File: src/rtl/fifo_stream_reader.sv
// Read-side drain stage: pops words from a registered-read FIFO and presents them as a
// PKT_LEN-framed valid/ready stream, with start/stop control that respects frame boundaries.
module fifo_stream_reader #(
  parameter int DATA_WIDTH = 8,
  parameter int PKT_LEN    = 4,
  parameter int CNT_WIDTH  = 16
) (
  input  logic                  rd_clk,
  input  logic                  rd_rst,
  input  logic [DATA_WIDTH-1:0] fifo_data_out,
  input  logic                  fifo_empty,
  output logic                  fifo_rd_en,
  input  logic                  enable,
  output logic [DATA_WIDTH-1:0] m_data,
  output logic                  m_valid,
  input  logic                  m_ready,
  output logic                  m_last,
  output logic                  busy,
  output logic [CNT_WIDTH-1:0]  words_sent
);

  localparam int BW = (PKT_LEN > 1) ? $clog2(PKT_LEN) : 1;
  localparam logic [BW-1:0] LAST_BEAT = BW'(PKT_LEN - 1);

  localparam logic [1:0] ST_IDLE     = 2'd0;
  localparam logic [1:0] ST_ACTIVE   = 2'd1;
  localparam logic [1:0] ST_STOPPING = 2'd2;

  logic [1:0]            r_state;
  logic [1:0]            w_state_next;
  logic [1:0]            r_occ;
  logic                  r_inflight;
  logic [BW-1:0]         r_fetch_cnt;
  logic [BW-1:0]         r_beat_cnt;
  logic [DATA_WIDTH-1:0] r_buf0;
  logic [DATA_WIDTH-1:0] r_buf1;
  logic [CNT_WIDTH-1:0]  r_words_sent;

  logic                  w_xfer;
  logic                  w_allow;
  logic                  w_room;
  logic [2:0]            w_pending;

  assign m_valid    = (r_occ != 2'd0);
  assign m_data     = r_buf0;
  assign m_last     = m_valid & (r_beat_cnt == LAST_BEAT);
  assign busy       = (r_state != ST_IDLE);
  assign words_sent = r_words_sent;

  assign w_xfer    = m_valid & m_ready;
  // Count the word already in flight so the buffer can never be overrun by the read latency.
  assign w_pending = {1'b0, r_occ} + {2'b00, r_inflight} - {2'b00, w_xfer};
  assign w_room    = (w_pending < 3'd2);
  assign w_allow   = (r_state == ST_ACTIVE) |
                     ((r_state == ST_STOPPING) & (r_fetch_cnt != '0));
  assign fifo_rd_en = ~fifo_empty & w_room & w_allow;

  always_comb begin
    w_state_next = r_state;
    case (r_state)
      ST_IDLE: begin
        if (enable) w_state_next = ST_ACTIVE;
      end
      ST_ACTIVE: begin
        if (!enable) w_state_next = ST_STOPPING;
      end
      ST_STOPPING: begin
        if (enable)
          w_state_next = ST_ACTIVE;
        else if ((r_fetch_cnt == '0) && !r_inflight && (r_occ == 2'd0))
          w_state_next = ST_IDLE;
      end
      default: w_state_next = ST_IDLE;
    endcase
  end

  always_ff @(posedge rd_clk or negedge rd_rst) begin
    if (!rd_rst) begin
      r_state <= ST_IDLE;
    end else begin
      r_state <= w_state_next;
    end
  end

  // Two-entry buffer: buf0 is the head; capture and transfer in the same cycle keep occ steady.
  always_ff @(posedge rd_clk or negedge rd_rst) begin
    if (!rd_rst) begin
      r_occ      <= 2'd0;
      r_inflight <= 1'b0;
      r_buf0     <= '0;
      r_buf1     <= '0;
    end else begin
      r_inflight <= fifo_rd_en;
      case ({r_inflight, w_xfer})
        2'b10: begin
          if (r_occ == 2'd0) r_buf0 <= fifo_data_out;
          else               r_buf1 <= fifo_data_out;
          r_occ <= r_occ + 2'd1;
        end
        2'b01: begin
          r_buf0 <= r_buf1;
          r_occ  <= r_occ - 2'd1;
        end
        2'b11: begin
          if (r_occ == 2'd1) begin
            r_buf0 <= fifo_data_out;
          end else begin
            r_buf0 <= r_buf1;
            r_buf1 <= fifo_data_out;
          end
        end
        default: ;
      endcase
    end
  end

  always_ff @(posedge rd_clk or negedge rd_rst) begin
    if (!rd_rst) begin
      r_fetch_cnt  <= '0;
      r_beat_cnt   <= '0;
      r_words_sent <= '0;
    end else begin
      if (fifo_rd_en)
        r_fetch_cnt <= (r_fetch_cnt == LAST_BEAT) ? '0 : r_fetch_cnt + 1'b1;
      if (w_xfer) begin
        r_beat_cnt   <= (r_beat_cnt == LAST_BEAT) ? '0 : r_beat_cnt + 1'b1;
        r_words_sent <= r_words_sent + 1'b1;
      end
    end
  end

endmodule
File: config.mk
export PLATFORM = sky130hd
export DESIGN_NAME = fifo_stream_reader
export DESIGN_NICKNAME = d
export VERILOG_FILES = /design/src/rtl/fifo_stream_reader.sv
export SDC_FILE = /design/constraint.sdc
export NUM_CORES = 1
export LEC_CHECK = 0
export BUFFER_PORTS_ARGS = -buffer_cell sky130_fd_sc_hd__buf_2
export CORE_ASPECT_RATIO = 1.25
export CORE_MARGIN = 2
export CORE_UTILIZATION = 55
export CTS_BUF_LIST = sky130_fd_sc_hd__clkbuf_4 sky130_fd_sc_hd__clkbuf_8
export CTS_CLUSTER_DIAMETER = 60
export DETAILED_ROUTE_END_ITERATION = 8
export GPL_TIMING_DRIVEN = 0
export PLACE_DENSITY = 0.8
export REMOVE_ABC_BUFFERS = 1
export SYNTH_ARGS = -nofsm -noshare
export SYNTH_HDL_FRONTEND = slang
export SYNTH_SLANG_ARGS = --single-unit
File: constraint.sdc
create_clock -name rd_clk -period 4.5 [get_ports rd_clk]
set_input_delay 1.125 -clock rd_clk [delete_from_list [all_inputs] [get_ports rd_clk]]
set_output_delay 1.125 -clock rd_clk [all_outputs]
set_load 0.1 [all_outputs]
; After elaboration in Yosys (flattened, before gate mapping)
; Index checks and enable logic that the tools add are counted.
[totals]
input_bits = 13
latchBits = 0
memories = 0
reg_bits = 41
mem_bits_ro = 0
mem_bits_rw = 0
output_inout_bits = 28
[op_classes]
bitwise_logic = 7
n_reduce_logical = 15
shifts = 0
muxes = 14
div_mod_pow = 0
order_cmp = 1
eq_ne = 14
add_sub_neg = 7
mul = 0
[op_table]
columns = cell, n
row1 = 8-bit 2-to-1 mux, 4
row2 = 8-bit case mux with 3 select lines, 1
row3 = 16-bit by 1-bit adder with 16-bit output (second input constant), 1
row4 = 8-bit case mux with 2 select lines, 1
row5 = 2-bit 2-to-1 mux, 6
row6 = 2-bit == test (second input constant), 5
row7 = 2-bit inequality test (second input constant), 5
row8 = 2-bit nonzero test, 5
row9 = 2-bit by 1-bit adder with 2-bit output (second input constant), 3
row10 = 2-bit by 1-bit == test with 1-bit output (second input constant), 3
row11 = 2-bit logical NOT, 3
row12 = 2-bit case mux with 3 select lines, 1
row13 = 3-bit AND reduction, 2
row14 = 1-bit bitwise AND, 5
row15 = 2-bit case mux with 2 select lines, 1
row16 = 2-bit by 1-bit adder with 3-bit output, 1
row17 = 3-bit by 2-bit less-than comparator with 1-bit output (second input constant), 1
row18 = 3-bit by 2-bit inequality test with 1-bit output (second input constant), 1
row19 = 3-bit nonzero test, 1
row20 = 3-bit by 1-bit subtractor with 3-bit output, 1
row21 = 1-bit logical AND, 2
row22 = 2-bit AND reduction, 1
row23 = 2-bit by 1-bit subtractor with 2-bit output (second input constant), 1
row24 = 1-bit logical NOT, 1
row25 = 2 further kinds, 2

; Logic depth before layout (Yosys ltp)
; Gate-level depths: netlist (run 1).
[depth]
depth_word = 6
mapped_depth = 10
ltp_nobuf = 9

; Worst setup path after synthesis (run 1)
; No wires, ideal clock.
[synth_path]
path_kind = input to output
from = input m_ready
to = output fifo_rd_en
arrival_ns = 3.725
path_slack_ns = -0.350
cell_stages = 9
cell_sequence = buf_2 > nand2b_1 > clkbuf_1 > ha_1 > nand2b_1 > fa_1 > xor2_1 > or4b_4 > inv_1
[synth_between]
elab_chain_cells = 5
[synth_rtl]
columns = element, line
row1 = "start, declared", 16  ; input logic m_ready,
row2 = 1-bit bitwise AND, 50  ; assign w_xfer = m_valid & m_ready;
row3 = 3-bit by 1-bit subtractor with 3-bit output, 52  ; assign w_pending = {1'b0, r_occ} + {2'b00, r_inflight} - {2'b00, w_xfer};
row4 = 3-bit by 2-bit less-than comparator with 1-bit output, 53  ; assign w_room = (w_pending < 3'd2);
row5 = 1-bit bitwise AND (2 in series), 56  ; assign fifo_rd_en = ~fifo_empty & w_room & w_allow;
row6 = "end, declared", 12  ; output logic fifo_rd_en,
; Every way passes these cells.

; Final worst setup path (run 1)
; Ends and elaborated chain as after synthesis.

==> out/results.ini, run 1 <==
[outcome]
status=complete, no violations

[sta]
skew_ps=3.35
finalHoldViolCount=0
fin_crit_ps=4370
setup_viol=0
worst_pin_slew_ps=896
rsz0062_at_grt=no
fin_worst_hold_slack_ps=484
final-max-slew-violation-count=0
period_share=0.972
worst_slew_margin_rel=0.403
fmax_ghz=0.229

[yosys]
syn_area_per_cell_um2=10.7
synthArstFlopShare=1.00
yosysSeqAreaShare=0.491
ys.flop_type=dfrtp_1
yosysWarnings=0
synth_seq_cells=41
synth_area_mm2=0.00209
synth-edff-count=0
ys_types=36
synthCells=196

[clock_network]
clkTransAtPathRegs_ps=70
h-tree-depth=2
cts_buffers=5
clock_sink_count=41
cts_tree=built
cts_root_buf=clkbuf_8
clock_latency_ps=290
postCtsHoldBufs=0
clockBufferDepth=2

[final_layout]
drive_gt1_frac=0.305
final_util=0.661
fill_cells=315
diodes=0
syn_to_final_growth_pct=17.7
fin_nets=256
stdcell_area_mm2=0.00246

[setup_path]
critPathLaunchType=input pin
cp_cell_sequence=buf_6, nand2b_2, ha_4, nand2b_1, fa_1, xor2_1, or4b_4, inv_2, buf_12
crit_path_max_incr_delay_ps=560
cpMaxStageDelayCell=or4b_4
endpoint_kind=primary output
path_max_fanout=20
arrival_ps=3250
path_class=in -> out
reg2reg_slack_ps=1450
critical_path_required_ps=3380

[floorplan]
core_area_mm2=0.00372
rows=25
die_h_um=72.9
io_pins=41
start_util=0.562
die_x_um=59.1
fp.dieArea_mm2=0.00431

[routing]
wl_mm=3.66
top_layer_used=met4
post_drt_wl_per_cell_um=13.3
dr.pass1.iters=4
routed_via_density=5.38
ant_nets=0
drt_first_iter_violations=36
dr_wl_met3_um=171
wl_met2_mm=1.83
drc=0
m1WireLength_mm=1.61
vias=1484

[grt]
grt_antenna_before_repair=0
grt_start_max_net_pins=42
first_global_vias=1431
grt_pass1_wl_mm=6.35
grt.total_usage=0.197
grt_overflow=0

[hold_path]
hp-class=reg -> reg

[flow_run]
cap_violations=0

[place]
dpl_cell_area_mm2=0.00230
port_buffers=40
gp_congestion=0.717
hpwl_mm=2.49

[per-stage QoR]
stage,setup WS (ps),instances,TNS [ps]
floorplan,-248,187,-248
global placement,-544,267,-544
detailed placement,-581,267,-581
CTS,16.9,276,0
global route,10.3,276,0
finish,126,276,0
[critical path: cells and delay by family]
| kind | cells | cell delay [ps] |
|---|---|---|
| buf+inv | 3 | 440 |
| xor+xnor | 1 | 150 |
| simple gates | 3 | 880 |
| fa+ha+maj | 2 | 640 |
[placed cells by master, fill, tap and decap left out, types with 2 or more instances in the layout]
master,instances
inv_1,6
nand3b_1,2
xor2_1,3
a21oi_1,17
ha_4,2
nand2_1,16
xnor2_1,15
and3_1,2
buf_2,38
clkbuf_8,7
nand3_1,3
o31ai_1,8
nor2_1,22
dfrtp_1,41
nand4_1,4
mux2i_1,8
nor3_1,2
and2_1,2
mux2_4,2
mux2_2,10
ha_1,5
[metal layers]
metal	track usage	vias up
met5	0	-
met4	0.0732	0
met3	0.0638	7
met2	0.331	32
met1	0.233	704
li1	-	741
[logic make-up (layout without fill, tap and decap cells)]
| kind of cell | count (synthesis) | after routing | share of synthesized area |
|---|---|---|---|
| multiplexers | 20 | 20 | 0.107 |
| XOR/XNOR | 18 | 18 | 0.0754 |
| AO/OA/AOI/OAI | 30 | 30 | 0.0910 |
| flip-flops | 41 | 41 | 0.491 |
| AND/OR/NAND/NOR | 63 | 63 | 0.154 |
| buffers and inverters | 16 | 56 | 0.0305 |
| adder cells (fa/ha/maj) | 8 | 8 | 0.0515 |
[path summary, 6_finish.rpt]
check,from,endpoint,cells past startpoint
min in group asynchronous,rd_rst,m_data[7],1
hold / removal,words_sent[15],words_sent[15],1
setup / recovery,m_ready,fifo_rd_en,9
max in group asynchronous,rd_rst,words_sent[2],1
setup reg to reg,r_occ[1],r_fetch_cnt[1],9
hold reg to reg,words_sent[15],words_sent[15],1
[state kept, by name, indices dropped and copies added (netlist names)]
| register | flops |
|---|---|
| r_fetch_cnt | 2 |
| words_sent | 16 |
| r_beat_cnt | 2 |
| r_inflight | 1 |
| m_data | 8 |
| r_occ | 2 |
| r_state | 2 |
| r_buf1 | 8 |
[synth_stat cells, drive strengths merged, types with 4 or more instances]
| cell | number | area share |
|---|---|---|
| dfrtp | 41 | 0.49 |
| nor2 | 22 | 0.039 |
| a21oi | 19 | 0.053 |
| nand2 | 16 | 0.029 |
| xnor2 | 15 | 0.063 |
| mux2 | 12 | 0.068 |
| mux2i | 8 | 0.038 |
| o31ai | 8 | 0.029 |
| ha | 7 | 0.042 |
| inv | 7 | 0.013 |
| clkbuf | 5 | 0.0090 |
| buf | 4 | 0.0090 |
| nand4 | 4 | 0.012 |
[timing repair]
action | CTS | global route
endpoints found under the setup margin | 1 | 1
buffers inserted | 1 | 0
pin swaps | 1 | 0
resized for setup | 10 | 1
[cell type report]
class                      instances  area (µm²)  area share
timing repair buffer              41         229      0.0930
multi-input combinational        139        1030       0.418
clock inverter                     1        5.00     0.00203
inverter                           7        26.3      0.0107
clock buffer                       7        96.3      0.0391
tap                               40        50.0      0.0203
sequential                        41        1030       0.417
Power of run 1 is not shown: default switching activity piles up to over one toggle a cycle in this logic, so the estimate is an artifact.
==> run 2: changes to the inputs <==
--- a/config.mk
+++ b/config.mk
@@ -5,15 +5,15 @@
 export SDC_FILE = /design/constraint.sdc
 export NUM_CORES = 1
 export LEC_CHECK = 0
-export BUFFER_PORTS_ARGS = -buffer_cell sky130_fd_sc_hd__buf_2
 export CORE_ASPECT_RATIO = 1.25
 export CORE_MARGIN = 2
 export CORE_UTILIZATION = 55
 export CTS_BUF_LIST = sky130_fd_sc_hd__clkbuf_4 sky130_fd_sc_hd__clkbuf_8
 export CTS_CLUSTER_DIAMETER = 60
 export DETAILED_ROUTE_END_ITERATION = 8
+export DONT_BUFFER_PORTS = 1
 export GPL_TIMING_DRIVEN = 0
-export PLACE_DENSITY = 0.8
+export PLACE_DENSITY = 0.7
 export REMOVE_ABC_BUFFERS = 1
 export SYNTH_ARGS = -nofsm -noshare
 export SYNTH_HDL_FRONTEND = slang
==> out/results.ini, run 2 (synthesized netlist as in run 1, its figures left out) <==
[outcome]
status=complete, no violations

[routing]
routed_via_density=5.94  ; +10%
ant_nets=0  ; unchanged
drc=0  ; unchanged
wl_mm=4.00  ; +9.1%
vias=1431  ; -3.6%
drt_first_iter_violations=95  ; +160%
dr.pass1.iters=4  ; unchanged
post_drt_wl_per_cell_um=16.6  ; +25%

[clock_network]
cts_tree=built
clock_sink_count=41  ; unchanged
cts_buffers=5  ; unchanged
clockBufferDepth=2  ; unchanged
cts_root_buf=clkbuf_8
h-tree-depth=2  ; unchanged
clock_latency_ps=290  ; about the same
clkTransAtPathRegs_ps=80  ; about the same

[setup_path]
ff2ff_path_depth=9  ; unchanged
path_max_fanout=9  ; -55%
critical_path_required_ps=3380  ; about the same
r2r-start=r_occ[0]
endpoint_kind=primary output
reg2reg_slack_ps=1470  ; +20 ps
path_class=reg -> out
critPathLaunchType=flip-flop
regToRegEndpoint=r_inflight
arrival_ps=3180  ; -70 ps

[floorplan]
rows=25  ; unchanged
die_h_um=72.9  ; unchanged
start_util=0.562  ; unchanged
core_area_mm2=0.00372  ; unchanged
fp.dieArea_mm2=0.00431  ; unchanged
io_pins=41  ; unchanged
die_x_um=59.1  ; unchanged

[final_layout]
fill_cells=325  ; +3.2%
drive_gt1_frac=0.184  ; -0.121
diodes=0  ; unchanged
final_cell_mix=dfrtp_1, nor2_1, a21oi_1
largest_reg_flops=16  ; unchanged
fin_nets=221  ; -14%
final_common_cell=dfrtp_1
syn_to_final_growth_pct=8.86

[hold_path]
hp-class=in -> async

[sta]
setup_viol=0  ; unchanged
finalHoldViolCount=0  ; unchanged
worst_slew_margin_rel=0.290  ; -0.113
skew_ps=6.71  ; +3.36 ps
final-max-slew-violation-count=0  ; unchanged
fmax_ghz=0.232  ; +1.6%
worst_pin_slew_ps=1060  ; +164 ps
period_share=0.957  ; -0.0149
setup_slack_ps=193  ; +67.0 ps
fin_crit_ps=4310  ; -67.0 ps
rsz0062_at_grt=no

[flow_run]
cap_violations=0  ; unchanged

[grt]
grt_pass1_wl_mm=6.56  ; +3.4%
grt_overflow=0  ; unchanged
grt_antenna_before_repair=0  ; unchanged
grt_start_max_net_pins=42  ; unchanged
grt.total_usage=0.201  ; +0.00415
first_global_vias=1483  ; +3.6%

[place]
gp_congestion=0.736  ; +2.6%
hpwl_mm=2.73  ; +10%
dp_slack_ps=-745  ; -164 ps
port_buffers=0  ; -100%

[run 2: area by class of cell]
type	count	area (µm²)	area share
multi-input combinational	139	1020	0.450
clock buffer	7	96.3	0.0423
timing repair buffer	6	45.0	0.0198
clock inverter	1	5.00	0.00220
inverter	7	30.0	0.0132
sequential	41	1030	0.451
tap	40	50.0	0.0220
[run 2: worst max path at each step]
stage | to | start | slack [ps] | cells after the start
2_1_floorplan | fifo_rd_en | r_occ[1] | -250 | 9
3_3_place_gp | fifo_rd_en | r_occ[1] | -580 | 9
3_5_place_dp | fifo_rd_en | r_occ[1] | -740 | 9
4_1_cts | fifo_rd_en | r_occ[0] | 7 | 9
5_1_grt | fifo_rd_en | r_occ[0] | 50 | 9
6_report | fifo_rd_en | r_occ[0] | 190 | 9
[run 2: critical path: stages (launching register included)]
cell and delay (ps):
dfrtp_1 420, inv_1 110, ha_4 200, nand2b_4 180, ha_1 330, nand2b_1 170
fa_1 390, xor2_1 150, or4b_4 560, clkinvlp_4 370
[run 2: metrics by stage]
step / setup TNS [ps] / std cells / util / area [µm²] / hold WS [ps]
5_1_grt: 0 / 241 / 0.611 / 2280 / 502
3_3_place_gp: -580 / 227 / 0.565 / 2100 / 489
2_1_floorplan: -248 / 187 / - / 2050 / 480
3_5_place_dp: -745 / 227 / 0.566 / 2110 / 496
6_report: 0 / 241 / 0.611 / 2280 / 516
4_1_cts: 0 / 237 / 0.602 / 2240 / 513
[run 2: repair_timing]
| item | 4_1_cts | 5_1_grt |
|---|---|---|
| gates resized for setup | 4 | 1 |
| pin swaps | 0 | 1 |
| setup buffers | 2 | 4 |
| hold buffers | 0 | 0 |
| setup endpoints to repair | 1 | 1 |
[run 2: routing by layer]
metal | global-route usage | up-vias | share of wire
met5 | 0 | - | 0
li1 | - | 668 | -
met1 | 0.238 | 716 | 0.41
met2 | 0.352 | 42 | 0.52
met4 | 0.0480 | 0 | 0.011
met3 | 0.0638 | 5 | 0.060
Power of run 2 is left out for the same reason.
==> run 3: changes to the inputs <==
==> constraint.sdc (replaced) <==
create_clock -name rd_clk -period 5.4 [get_ports rd_clk]
set_input_delay 1.35 -clock rd_clk [delete_from_list [all_inputs] [get_ports rd_clk]]
set_output_delay 1.35 -clock rd_clk [all_outputs]
set_load 0.1 [all_outputs]
==> out/results.ini, run 3 (synthesized netlist as in run 1, its figures left out) <==
[outcome]
status=complete, no violations

[sta]
fin_crit_ps=5130
worst_slew_margin_rel=0.289  ; -0.000351
final-max-slew-violation-count=0  ; unchanged
period_share=0.950
setup_viol=0  ; unchanged
worst_pin_slew_ps=1060  ; +0.524 ps
finalHoldViolCount=0  ; unchanged
fmax_ghz=0.195
tns_ps=0  ; unchanged
rsz0062_at_grt=no
skew_ps=6.53  ; -0.180 ps

[final_layout]
largest_reg_flops=16  ; unchanged
final_util=0.595  ; -0.0168
fill_cells=331  ; +1.8%
syn_to_final_growth_pct=5.86
final_cell_mix=dfrtp_1, nor2_1, a21oi_1
diodes=0  ; unchanged
fin_nets=215  ; -2.7%
drive_gt1_frac=0.154  ; -0.0302
final_common_cell=dfrtp_1

[place]
port_buffers=0  ; unchanged
hpwl_mm=2.73  ; unchanged
gp_congestion=0.736  ; unchanged

[routing]
dr.pass1.iters=4  ; unchanged
wl_mm=3.86  ; -3.5%
routed_via_density=6.03  ; +1.5%
drc=0  ; unchanged
vias=1416  ; -1.0%
ant_nets=0  ; unchanged
drt_first_iter_violations=100  ; +5.3%
post_drt_wl_per_cell_um=16.4  ; -1.0%

[setup_path]
critPathLaunchType=flip-flop
cpMaxStageDelayCell=ha_2
crit_family=adder cells
crit_buf_inv=2  ; unchanged
path_common_cell=nand2b_1
critical_path_required_ps=4050  ; +670 ps
arrival_ps=3780  ; +600 ps
crit_path_max_incr_delay_ps=590  ; +30 ps
path_max_fanout=31  ; +22
cp_cell_sequence=inv_1, ha_2, nand2b_1, ha_1, nand2b_1, fa_1, xor2_1, or4b_4, clkinvlp_4
path_class=reg -> out
endpoint_kind=primary output

[floorplan]
start_util=0.562  ; unchanged
die_x_um=59.1  ; unchanged
io_pins=41  ; unchanged
core_area_mm2=0.00372  ; unchanged
die_h_um=72.9  ; unchanged
fp.dieArea_mm2=0.00431  ; unchanged
rows=25  ; unchanged

[hold_path]
hp-class=reg -> reg

[grt]
first_global_vias=1475  ; -0.54%
grt_overflow=0  ; unchanged
grt.total_usage=0.194  ; -0.00666
grt_pass1_wl_mm=6.35  ; -3.2%
grt_start_max_net_pins=42  ; unchanged
grt_antenna_before_repair=0  ; unchanged

[clock_network]
clkTransAtPathRegs_ps=80  ; about the same
clock_sink_count=41  ; unchanged
postCtsHoldBufs=0  ; unchanged
clockBufferDepth=2  ; unchanged
cts_tree=built
cts_setup_buffers=0  ; -2
cts_buffers=5  ; unchanged
cts_root_buf=clkbuf_8
h-tree-depth=2  ; unchanged
clock_latency_ps=290  ; about the same

[flow_run]
cap_violations=0  ; unchanged

[run 3: worst register-to-register path, stage by stage, from the launching register on]
cell        delay [ps]
dfrtp_1            440
inv_1              120
ha_2               590
nand2b_1           360
ha_1               330
nand2b_1           170
fa_1               390
xor2_1             160
or4b_4             560
clkinvlp_4         370
[run 3: layout make-up]
cell class	count	area [µm²]	share of cell area
Clock buffer	7	96.3	0.0435
Tap cell	40	50.0	0.0226
Multi-Input combinational cell	139	1010	0.454
Inverter	7	30.0	0.0136
Clock inverter	1	5.00	0.00226
Sequential cell	41	1030	0.464
[run 3: metrics by stage]
| step | cell area, µm² | hold slack, ps | worst slack, ps | cells |
|---|---|---|---|---|
| floorplan | 2050 | 480 | 372 | 187 |
| global route | 2210 | 523 | 57.1 | 235 |
| finish | 2210 | 514 | 271 | 235 |
| global placement | 2100 | 489 | 95.4 | 227 |
| detailed placement | 2110 | 496 | -69.6 | 227 |
| CTS | 2210 | 513 | 223 | 235 |
[run 3: path summary, 6_finish.rpt]
path / slack [ps] / cells past startpoint / startpoint / endpoint
worst max-delay path: 270 / 9 / r_occ[1] / fifo_rd_en
worst min-delay path: 510 / 1 / r_buf1[7] / r_buf1[7]
worst max register to register: 1770 / 9 / r_occ[1] / r_inflight
worst min register to register: 510 / 1 / r_buf1[7] / r_buf1[7]
max in group asynchronous: 4560 / 0 / rd_rst / words_sent[1]
min in group asynchronous: 750 / 0 / rd_rst / r_inflight
[run 3: timing repair]
item	CTS	global route
hold endpoints to repair	0	0
resized for setup	2	0
setup endpoints to repair	1	0
[run 3: routing by layer]
layer / vias to the layer above / global-route usage / routed length [µm]
met5: - / 0 / 0
met4: 0 / 0.0657 / 63
met3: 8 / 0.0656 / 228
met2: 41 / 0.342 / 1990
met1: 710 / 0.217 / 1580
li1: 657 / - / -
Power of run 3 is left out for the same reason.
